`src/rtl/sprite_draw_scheduler.sv`:
```
// sprite_draw_scheduler
// Shares the single VGA plot port between two 4x4 sprite requesters
// (0 = airplane, 1 = obstacle). For the granted requester it optionally
// erases the sprite at its previous position, draws it at the new position
// and then pulses that requester's ack.
// Optional feature macro: SPRITE_SCHED_ERASE_EN (erase pass plus per-requester
// old-position tracking). When undefined, every transaction is draw-only.
module sprite_draw_scheduler #(
   parameter logic [2:0] BG_COLOUR = 3'b000,
   parameter logic [7:0] X_MAX     = 8'd159,
   parameter logic [7:0] Y_MAX     = 8'd119
) (
   input  logic       clock,
   input  logic       reset,
   input  logic       req0,
   input  logic       req1,
   input  logic [7:0] x0,
   input  logic [7:0] x1,
   input  logic [7:0] y0,
   input  logic [7:0] y1,
   input  logic [2:0] colour0,
   input  logic [2:0] colour1,
   output logic       ack0,
   output logic       ack1,
   output logic       busy,
   output logic [7:0] X,
   output logic [7:0] Y,
   output logic [2:0] colour_out,
   output logic       plot
);

`ifdef SPRITE_SCHED_ERASE_EN
   typedef enum logic [2:0] {
      S_IDLE  = 3'd0,
      S_LOAD  = 3'd1,
      S_ERASE = 3'd2,
      S_DRAW  = 3'd3,
      S_ACK   = 3'd4
   } state_t;
`else
   typedef enum logic [2:0] {
      S_IDLE  = 3'd0,
      S_LOAD  = 3'd1,
      S_DRAW  = 3'd3,
      S_ACK   = 3'd4
   } state_t;
`endif

   state_t     state_r;
   logic       win_r;        // requester currently being served
   logic       last_r;       // requester served by the most recent transaction
   logic       granted_r;    // at least one transaction completed since reset
   logic [7:0] nx_r;
   logic [7:0] ny_r;
   logic [2:0] ncol_r;
   logic [3:0] cnt_r;
   logic       ack0_r;
   logic       ack1_r;
   logic       busy_r;
   logic [7:0] hold_x_r;
   logic [7:0] hold_y_r;
   logic [2:0] hold_col_r;

`ifdef SPRITE_SCHED_ERASE_EN
   logic [7:0] ox_r;
   logic [7:0] oy_r;
   logic [7:0] old_x_r [2];
   logic [7:0] old_y_r [2];
   logic [1:0] old_valid_r;
`endif

   logic       pick_s;
   logic       scan_s;
   logic [7:0] base_x_s;
   logic [7:0] base_y_s;
   logic [2:0] pix_col_s;
   logic [8:0] sum_x_s;
   logic [8:0] sum_y_s;
   logic       on_screen_s;

   // Round-robin winner: a tie goes to the requester not served last,
   // except before the first completed transaction where requester 0 wins.
   always_comb begin
      pick_s = 1'b0;
      if (req0 && req1) begin
         if (granted_r) begin
            pick_s = ~last_r;
         end else begin
            pick_s = 1'b0;
         end
      end else if (req1) begin
         pick_s = 1'b1;
      end else begin
         pick_s = 1'b0;
      end
   end

   // Select scan origin and colour for the current pixel pass.
   always_comb begin
      base_x_s  = nx_r;
      base_y_s  = ny_r;
      pix_col_s = BG_COLOUR;
      scan_s    = 1'b0;
      case (state_r)
`ifdef SPRITE_SCHED_ERASE_EN
         S_ERASE: begin
            base_x_s  = ox_r;
            base_y_s  = oy_r;
            pix_col_s = BG_COLOUR;
            scan_s    = 1'b1;
         end
`endif
         S_DRAW: begin
            pix_col_s = ncol_r;
            scan_s    = 1'b1;
         end
         default: begin
            scan_s = 1'b0;
         end
      endcase
   end

   // 9-bit sums so that pixels past the right/bottom edge are detected, not wrapped.
   assign sum_x_s     = {1'b0, base_x_s} + {7'd0, cnt_r[1:0]};
   assign sum_y_s     = {1'b0, base_y_s} + {7'd0, cnt_r[3:2]};
   assign on_screen_s = (sum_x_s <= {1'b0, X_MAX}) && (sum_y_s <= {1'b0, Y_MAX});

   // Pixel outputs: live during a scan, otherwise the last scanned pixel is held.
   always_comb begin
      if (scan_s) begin
         X          = sum_x_s[7:0];
         Y          = sum_y_s[7:0];
         colour_out = pix_col_s;
         plot       = on_screen_s;
      end else begin
         X          = hold_x_r;
         Y          = hold_y_r;
         colour_out = hold_col_r;
         plot       = 1'b0;
      end
   end

   assign ack0 = ack0_r;
   assign ack1 = ack1_r;
   assign busy = busy_r;

   // Remember the most recently presented pixel so outputs hold between scans.
   always_ff @(posedge clock) begin
      if (reset) begin
         hold_x_r   <= 8'd0;
         hold_y_r   <= 8'd0;
         hold_col_r <= 3'd0;
      end else if (scan_s) begin
         hold_x_r   <= sum_x_s[7:0];
         hold_y_r   <= sum_y_s[7:0];
         hold_col_r <= pix_col_s;
      end else begin
         hold_x_r   <= hold_x_r;
         hold_y_r   <= hold_y_r;
         hold_col_r <= hold_col_r;
      end
   end

   // Transaction sequencer: arbitrate, latch, erase, draw, acknowledge.
   always_ff @(posedge clock) begin
      if (reset) begin
         state_r     <= S_IDLE;
         win_r       <= 1'b0;
         last_r      <= 1'b0;
         granted_r   <= 1'b0;
         nx_r        <= 8'd0;
         ny_r        <= 8'd0;
         ncol_r      <= 3'd0;
         cnt_r       <= 4'd0;
         ack0_r      <= 1'b0;
         ack1_r      <= 1'b0;
         busy_r      <= 1'b0;
`ifdef SPRITE_SCHED_ERASE_EN
         ox_r        <= 8'd0;
         oy_r        <= 8'd0;
         old_x_r[0]  <= 8'd0;
         old_x_r[1]  <= 8'd0;
         old_y_r[0]  <= 8'd0;
         old_y_r[1]  <= 8'd0;
         old_valid_r <= 2'b00;
`endif
      end else begin
         ack0_r <= 1'b0;
         ack1_r <= 1'b0;
         case (state_r)
            S_IDLE: begin
               if (req0 || req1) begin
                  win_r   <= pick_s;
                  busy_r  <= 1'b1;
                  state_r <= S_LOAD;
               end else begin
                  busy_r  <= 1'b0;
               end
            end
            S_LOAD: begin
               nx_r   <= win_r ? x1 : x0;
               ny_r   <= win_r ? y1 : y0;
               ncol_r <= win_r ? colour1 : colour0;
               cnt_r  <= 4'd0;
`ifdef SPRITE_SCHED_ERASE_EN
               ox_r   <= old_x_r[win_r];
               oy_r   <= old_y_r[win_r];
               if (old_valid_r[win_r]) begin
                  state_r <= S_ERASE;
               end else begin
                  state_r <= S_DRAW;
               end
`else
               state_r <= S_DRAW;
`endif
            end
`ifdef SPRITE_SCHED_ERASE_EN
            S_ERASE: begin
               if (cnt_r == 4'd15) begin
                  cnt_r   <= 4'd0;
                  state_r <= S_DRAW;
               end else begin
                  cnt_r   <= cnt_r + 4'd1;
               end
            end
`endif
            S_DRAW: begin
               if (cnt_r == 4'd15) begin
                  cnt_r   <= 4'd0;
                  ack0_r  <= ~win_r;
                  ack1_r  <= win_r;
                  state_r <= S_ACK;
               end else begin
                  cnt_r   <= cnt_r + 4'd1;
               end
            end
            S_ACK: begin
               last_r    <= win_r;
               granted_r <= 1'b1;
               busy_r    <= 1'b0;
`ifdef SPRITE_SCHED_ERASE_EN
               old_x_r[win_r]     <= nx_r;
               old_y_r[win_r]     <= ny_r;
               old_valid_r[win_r] <= 1'b1;
`endif
               state_r   <= S_IDLE;
            end
            default: begin
               busy_r  <= 1'b0;
               state_r <= S_IDLE;
            end
         endcase
      end
   end

endmodule

```
`config.mk`:
```
export PLATFORM = sky130hd
export DESIGN_NAME = sprite_draw_scheduler
export DESIGN_NICKNAME = d
export VERILOG_FILES = /design/src/rtl/sprite_draw_scheduler.sv
export SDC_FILE = /design/constraint.sdc
export NUM_CORES = 1
export LEC_CHECK = 0
export BUFFER_PORTS_ARGS = -buffer_cell sky130_fd_sc_hd__buf_4
export CAP_MARGIN = 20
export CELL_PAD_IN_SITES_DETAIL_PLACEMENT = 1
export CELL_PAD_IN_SITES_GLOBAL_PLACEMENT = 1
export CORE_ASPECT_RATIO = 0.9
export CORE_UTILIZATION = 39
export DETAILED_ROUTE_END_ITERATION = 7
export GPL_TIMING_DRIVEN = 0
export HOLD_SLACK_MARGIN = 0.15
export PLACE_DENSITY = 0.84
export SLEW_MARGIN = 20
export SYNTH_ARGS = -nofsm -noshare
export SYNTH_HDL_FRONTEND = slang
export SYNTH_SLANG_ARGS = --single-unit
```
`constraint.sdc`:
```
create_clock -name clock -period 2.01 [get_ports clock]
set_input_delay 0.201 -clock clock [delete_from_list [all_inputs] [get_ports clock]]
set_output_delay 0.201 -clock clock [all_outputs]
set_load 0.02 [all_outputs]
```
# After elaboration in Yosys (flattened, before gate mapping)
# Cells that the tools add are included.
# word_totals
register_bits,51
in_bits,42
output_inout_bits,23
word_cells,57
# classes
n_addsub,3
magnitude_cmp,2
n_eq_ne,6
n_mux,19
bitwise_logic,4
n_reduce_logical,9
# op_table
cell,count
$mux 8,4
$add 8x2->9,2
$mux 3,5
$le 9x7->1 const B,1
$le 9x8->1 const B,1
$pmux 3 s3,1
$pmux 4 s2,1
$mux 1,6
$add 4x1->4 const B,1
$eq 4x4->1 const B,1
$mux 4,1
$ne 2x2->1 const B,2
$not 1->1,4
$reduce_and 2->1,2
$eq 3x1->1 const B,1
$eq 3x2->1 const B,1
$eq 3x3->1 const B,1
$logic_not 3->1,1
$reduce_or 3->1,1
$logic_and 1x1->1,2
$pmux 1 s2,1
$reduce_bool 2->1,1
$reduce_or 2->1,1
$logic_or 1x1->1,1

# Longest topological paths before layout
# logic_depth
ltp_word,4
depth_mapped,7

# Worst setup path before layout
# No wires, ideal clock.
# synth_path
kind,register to output
start,register cnt_r[2]
end,output plot
arrival_ps,1967
required_time_ps,1809
slack_ps,-158
stages_incl_launch_ff,7
n_path_buf,0
path_cell_list,dfxtp_1 ha_1 fa_1 and3_1 nand2_1 o221ai_1 a211oi_1
# synth_between
elab_chain_len,4
# synth_rtl
item,line_no,text
start: declaration,56,logic [3:0] cnt_r;
start signal: assignment,234,cnt_r <= cnt_r + 4'd1;
$add 8x2->9,125,"assign sum_y_s = {1'b0, base_y_s} + {7'd0, cnt_r[3:2]};"
$le 9x7->1,126,"assign on_screen_s = (sum_x_s <= {1'b0, X_MAX}) && (sum_y_s <= {1'b0, Y_MAX});"
$logic_and 1x1->1,126,
$mux 1,130,if (scan_s) begin
end: declaration,29,output logic plot
# Every way passes these cells.

# Worst setup path after layout
# layout_path
start,register cnt_r[0]
end,output X[6]
# layout_between
elab_chain_len,2
# layout_rtl
item,line_no,text
$add 8x2->9,124,"assign sum_x_s = {1'b0, base_x_s} + {7'd0, cnt_r[1:0]};"
$mux 8,130,
end: declaration,26,"output logic [7:0] X,"
# Every way passes these cells.

==> impl_metrics.env <==
export IMPL_outcome="finished, violations left"
export IMPL_failed_checks="negative setup slack"
export IMPL_worstReg2RegEnd="hold_x_r[6]$_SDFF_PP0_"
export IMPL_root_buffer="clkbuf_8"
export IMPL_buffers_added_on_ports=64
export IMPL_final_layout_size_suffix_gt1_frac=0.447
export IMPL_chipHeight_microns=78.8
export IMPL_leakage_power_nw=1.48
export IMPL_number_of_clock_sinks=51
export IMPL_crit_path_frequent_cell="buf_4"
export IMPL_crit_path_max_fanout=4
export IMPL_antenna_cells_inserted=0
export IMPL_insertion_delay_ns=0.33
export IMPL_yosys_mux_area_fraction=0.109
export IMPL_cp_top_family="adder cells"
export IMPL_place_hpwl_mm=5.30
export IMPL_area_growth_pct=43.3
export IMPL_p_int_mw=1.78
export IMPL_design_core_area_sq_um=6220
export IMPL_timing_critical_path_arrival_ns=2.06
export IMPL_timing_critical_path_from="cnt_r[0]$_SDFFE_PP0N_"
export IMPL_total_of_max_cap_violations=0
export IMPL_synth_top_cell_area_share=0.399
export IMPL_first_global_vias=2470
export IMPL_synth_seq_area_share=0.399
export IMPL_synth_simple_gate_area_frac=0.186
export IMPL_tritoncts_num_buffers=5
export IMPL_ant_nets=0
export IMPL_rr_startpoint="cnt_r[0]$_SDFFE_PP0N_"
export IMPL_crit_path_end_kind="primary output"
export IMPL_first_iter_violations=96
export IMPL_power_switching_fraction=0.315
export IMPL_sequentialPowerShare=0.452
export IMPL_dieArea_sq_um=6890
export IMPL_worstSetupStartpointType="flip-flop"
export IMPL_drtPass1Iterations=4
export IMPL_whs_ns=0.215
export IMPL_net_switching_power_uw=819
export IMPL_synth_ff_latch_count=51
export IMPL_clock_skew_ns=0.0130
export IMPL_initial_utilization=0.411
export IMPL_crit_path_end="X[6]"
export IMPL_vias_per_cell=5.44
export IMPL_power_ir_vdd_worst_mv=0.403
export IMPL_synth_xor_area_share=0.0411
export IMPL_final_routed_wire_length_divided_by_cell_count_microns=20.3
export IMPL_global_route_usage_total=0.235
export IMPL_syn_mean_instance_area_sq_um=9.23
export IMPL_period_needed_ns=2.26
export IMPL_clock_path_buffers=2
export IMPL_fillerInstances=722
export IMPL_cts_clk_slew_worst_paths_ns=0.10
export IMPL_globalRoute_totalOverflow=0
export IMPL_timing_critical_path_buf_inv=2
export IMPL_finalHoldViolCount=0
export IMPL_post_route_drc_count=0
export IMPL_crit_path_max_incr_delay_ns=0.39
export IMPL_mappedNetlistNets=326
export IMPL_floorplan_rows=27
export IMPL_maximum_number_of_pins_on_one_net_before_global_route_repair=16
export IMPL_drv_slew=0
export IMPL_pre_cts_slack_ns=-0.163
export IMPL_synthAdderAreaFrac=0.0401
export IMPL_reg2regPathDepth=9
export IMPL_fin_ws_ns=-0.254
export IMPL_crit_cells=8
export IMPL_syn_instance_count=277
export IMPL_worstPathRequired_ns=1.81
export IMPL_synth_top_family_by_area="simple AND/OR/NAND/NOR gates"
export IMPL_path_cells="ha_4 -> fa_2 -> buf_4 -> nand3_2 -> nor2_1 -> xnor2_1 -> a21oi_1 -> buf_4"
export IMPL_cts_tree="yes"
export IMPL_layout_worst_path_cycle_share=1.13
export IMPL_timing_fmax_mhz=442
export IMPL_yosys_top_cells_area="dfxtp_1 40%, mux2i_1 7.8%, a211oi_1 7.6%, nor2_1 5.6%, a21oi_1 3.7%"
export IMPL_totalWireLength_mm=9.20
export IMPL_synthDistinctLibCells=41
export IMPL_tightest_slew_ns=0.610
export IMPL_layout_area_seq_sq_um=1050
export IMPL_holdCritPathClass="in -> reg"
export IMPL_grt_antenna_before_repair=0
export IMPL_grt_setup_unrepaired="yes"
export IMPL_worst_case_register_to_register_setup_slack_ns=0.07
export IMPL_synth_largest_area_cell="dfxtp_1"
export IMPL_grt_first_pass_wirelength_mm=12.2
export IMPL_worst_setup_path_type="reg -> out"
export IMPL_die_width_microns=87.4
export IMPL_gp_routability_congestion=0.756
export IMPL_final_setup_fails=10
export IMPL_slew_headroom=0.593
export IMPL_fin_tns_setup_ns=-1.18
export IMPL_synth_area_sq_um=2560
export IMPL_critical_path_top_delay_cell="fa_2"
export IMPL_p_per_area_nw_per_um2=711
export IMPL_routed_vias=2461
export IMPL_io_pin_count=65
export IMPL_multi_input_logic_area_sq_um=1640
export IMPL_clockPowerShare=0.298
export IMPL_yosysWarnings=0
export IMPL_layout_nets=413
export IMPL_power_frac_comb=0.250
export IMPL_cts_htree_levels=2
export IMPL_synth_compound_area_share=0.177
==> synthesized netlist by cell type <==
| library cell | number |
|---|---|
| inv_1 | 2 |
| nor3b_1 | 1 |
| buf_2 | 8 |
| dfxtp_1 | 51 |
| nor3_2 | 3 |
| xor2_1 | 3 |
| ha_1 | 5 |
| nor3_1 | 1 |
| clkbuf_1 | 4 |
| or3_1 | 1 |
| a31oi_2 | 1 |
| a21boi_0 | 2 |
| a31oi_1 | 1 |
| and2_1 | 2 |
| nor2_1 | 38 |
| nand3b_1 | 1 |
| a21o_1 | 2 |
| buf_6 | 2 |
| nand2b_1 | 1 |
| mux2_2 | 7 |
| nor2b_1 | 13 |
| nor2_2 | 3 |
| a311oi_1 | 1 |
| fa_1 | 2 |
| a22o_1 | 1 |
| buf_4 | 5 |
| o311ai_0 | 1 |
| and3_1 | 1 |
| nor2_8 | 1 |
| nand3_1 | 9 |
| a211oi_2 | 3 |
| a21oi_1 | 19 |
| o21ai_1 | 5 |
| nand3b_4 | 1 |
| mux2i_1 | 20 |
| o221ai_1 | 1 |
| xnor2_1 | 9 |
| a211oi_1 | 26 |
| nor4_1 | 1 |
| nand2_1 | 16 |
| o21ai_0 | 3 |
==> per-layer routing <==
| layer | part of all wire | vias up | track usage |
|---|---|---|---|
| met5 | 0 | - | 0 |
| met4 | 0.039 | 0 | 0.0787 |
| met3 | 0.045 | 27 | 0.0395 |
| met2 | 0.51 | 91 | 0.410 |
| met1 | 0.40 | 1193 | 0.291 |
| li1 | - | 1150 | - |
==> worst register-to-register path, delay by kind of cell (launching register included) <==
kind / cells / cell delay, ns
xor gates and xnor gates: 1 / 0.16
buffers and inverters: 3 / 0.43
and+or+nand+nor: 2 / 0.14
adders and majority gates: 2 / 0.56
AOI/OAI and AO/OA: 1 / 0.21
DFF: 1 / 0.37
==> layout by cell type, fill, tap and decap left out, types with 5 or more instances in the layout <==
cell type and n:
mux2_2 7, mux2i_1 20, clkbuf_8 6, nand3_1 7, xnor2_2 6, a211oi_1 25
a21oi_1 15, nand2_1 14, dfxtp_2 6, buf_4 78, nor2_1 37, dfxtp_4 5
buf_2 7, nor2b_1 12, buf_6 7, dfxtp_1 40
==> kinds of logic (layout without fill, tap and decap cells) <==
| group | count (synthesis) | in the layout |
|---|---|---|
| adders and majority gates | 7 | 7 |
| buffers and inverters | 21 | 109 |
| and+or+nand+nor | 93 | 93 |
| DFF | 51 | 51 |
| AOI/OAI and AO/OA | 66 | 66 |
| xor gates and xnor gates | 12 | 12 |
| muxes | 27 | 27 |
==> state kept, by name, summed over array words and instances (netlist names) <==
| signal | count |
|---|---|
| granted_r | 1 |
| win_r | 1 |
| last_r | 1 |
| base_x_s | 8 |
| cnt_r | 4 |
| ack0 | 1 |
| base_y_s | 8 |
| ncol_r | 3 |
| ack1 | 1 |
| hold_y_r | 8 |
| busy | 1 |
| hold_col_r | 3 |
| hold_x_r | 8 |
| state_r | 3 |
==> through the flow <==
step | util | instance area [sq um] | instances | total power, mW
6_report | 0.590 | 3660 | 452 | 2.60
5_1_grt | 0.590 | 3660 | 452 | 2.70
4_1_cts | 0.560 | 3480 | 447 | 2.50
3_5_place_dp | 0.507 | 3150 | 428 | 1.73
3_3_place_gp | 0.507 | 3150 | 428 | 1.71
2_1_floorplan | - | 2560 | 277 | 1.52
==> power groups by stage <==
stage               Clock [mW]  Combinational (mW)  Sequential [mW]
floorplan                    0               0.359             1.16
global placement             0               0.536             1.17
detailed placement           0               0.556             1.18
CTS                      0.755               0.587             1.16
global route             0.818               0.700             1.19
finish                   0.775               0.652             1.18
==> area by class of cell <==
class	instances	share of cell area
plain buffers	19	0.0321
clock buffers	6	0.0225
flip-flops and latches	51	0.286
inverters	2	0.00205
repair buffers	80	0.170
clock inverters	2	0.00956
multi-input cells	205	0.448
well taps	87	0.0297
==> how the worst min path moves through the flow <==
stage | start | endpoint | slack [ns] | cells past startpoint
after floorplan | reset | state_r[2]$_SDFFE_PP0P_ | 0.28 | 1
after global routing | y0[1] | base_y_s[1]$_SDFFE_PP0P_ | 0.24 | 3
final | y0[6] | base_y_s[6]$_SDFFE_PP0P_ | 0.21 | 3
after CTS | y0[1] | base_y_s[1]$_SDFFE_PP0P_ | 0.24 | 3
after global placement | reset | state_r[2]$_SDFFE_PP0P_ | 0.41 | 2
after detailed placement | reset | state_r[2]$_SDFFE_PP0P_ | 0.42 | 2
==> what timing repair did <==
item	in CTS	in global routing
setup endpoints to repair	16	13
pin swaps	21	8
gates resized for setup	31	32
hold buffers	2	0
setup buffers	9	5
endpoints found under the hold margin	2	0
Power figures use the tool's default switching activity.
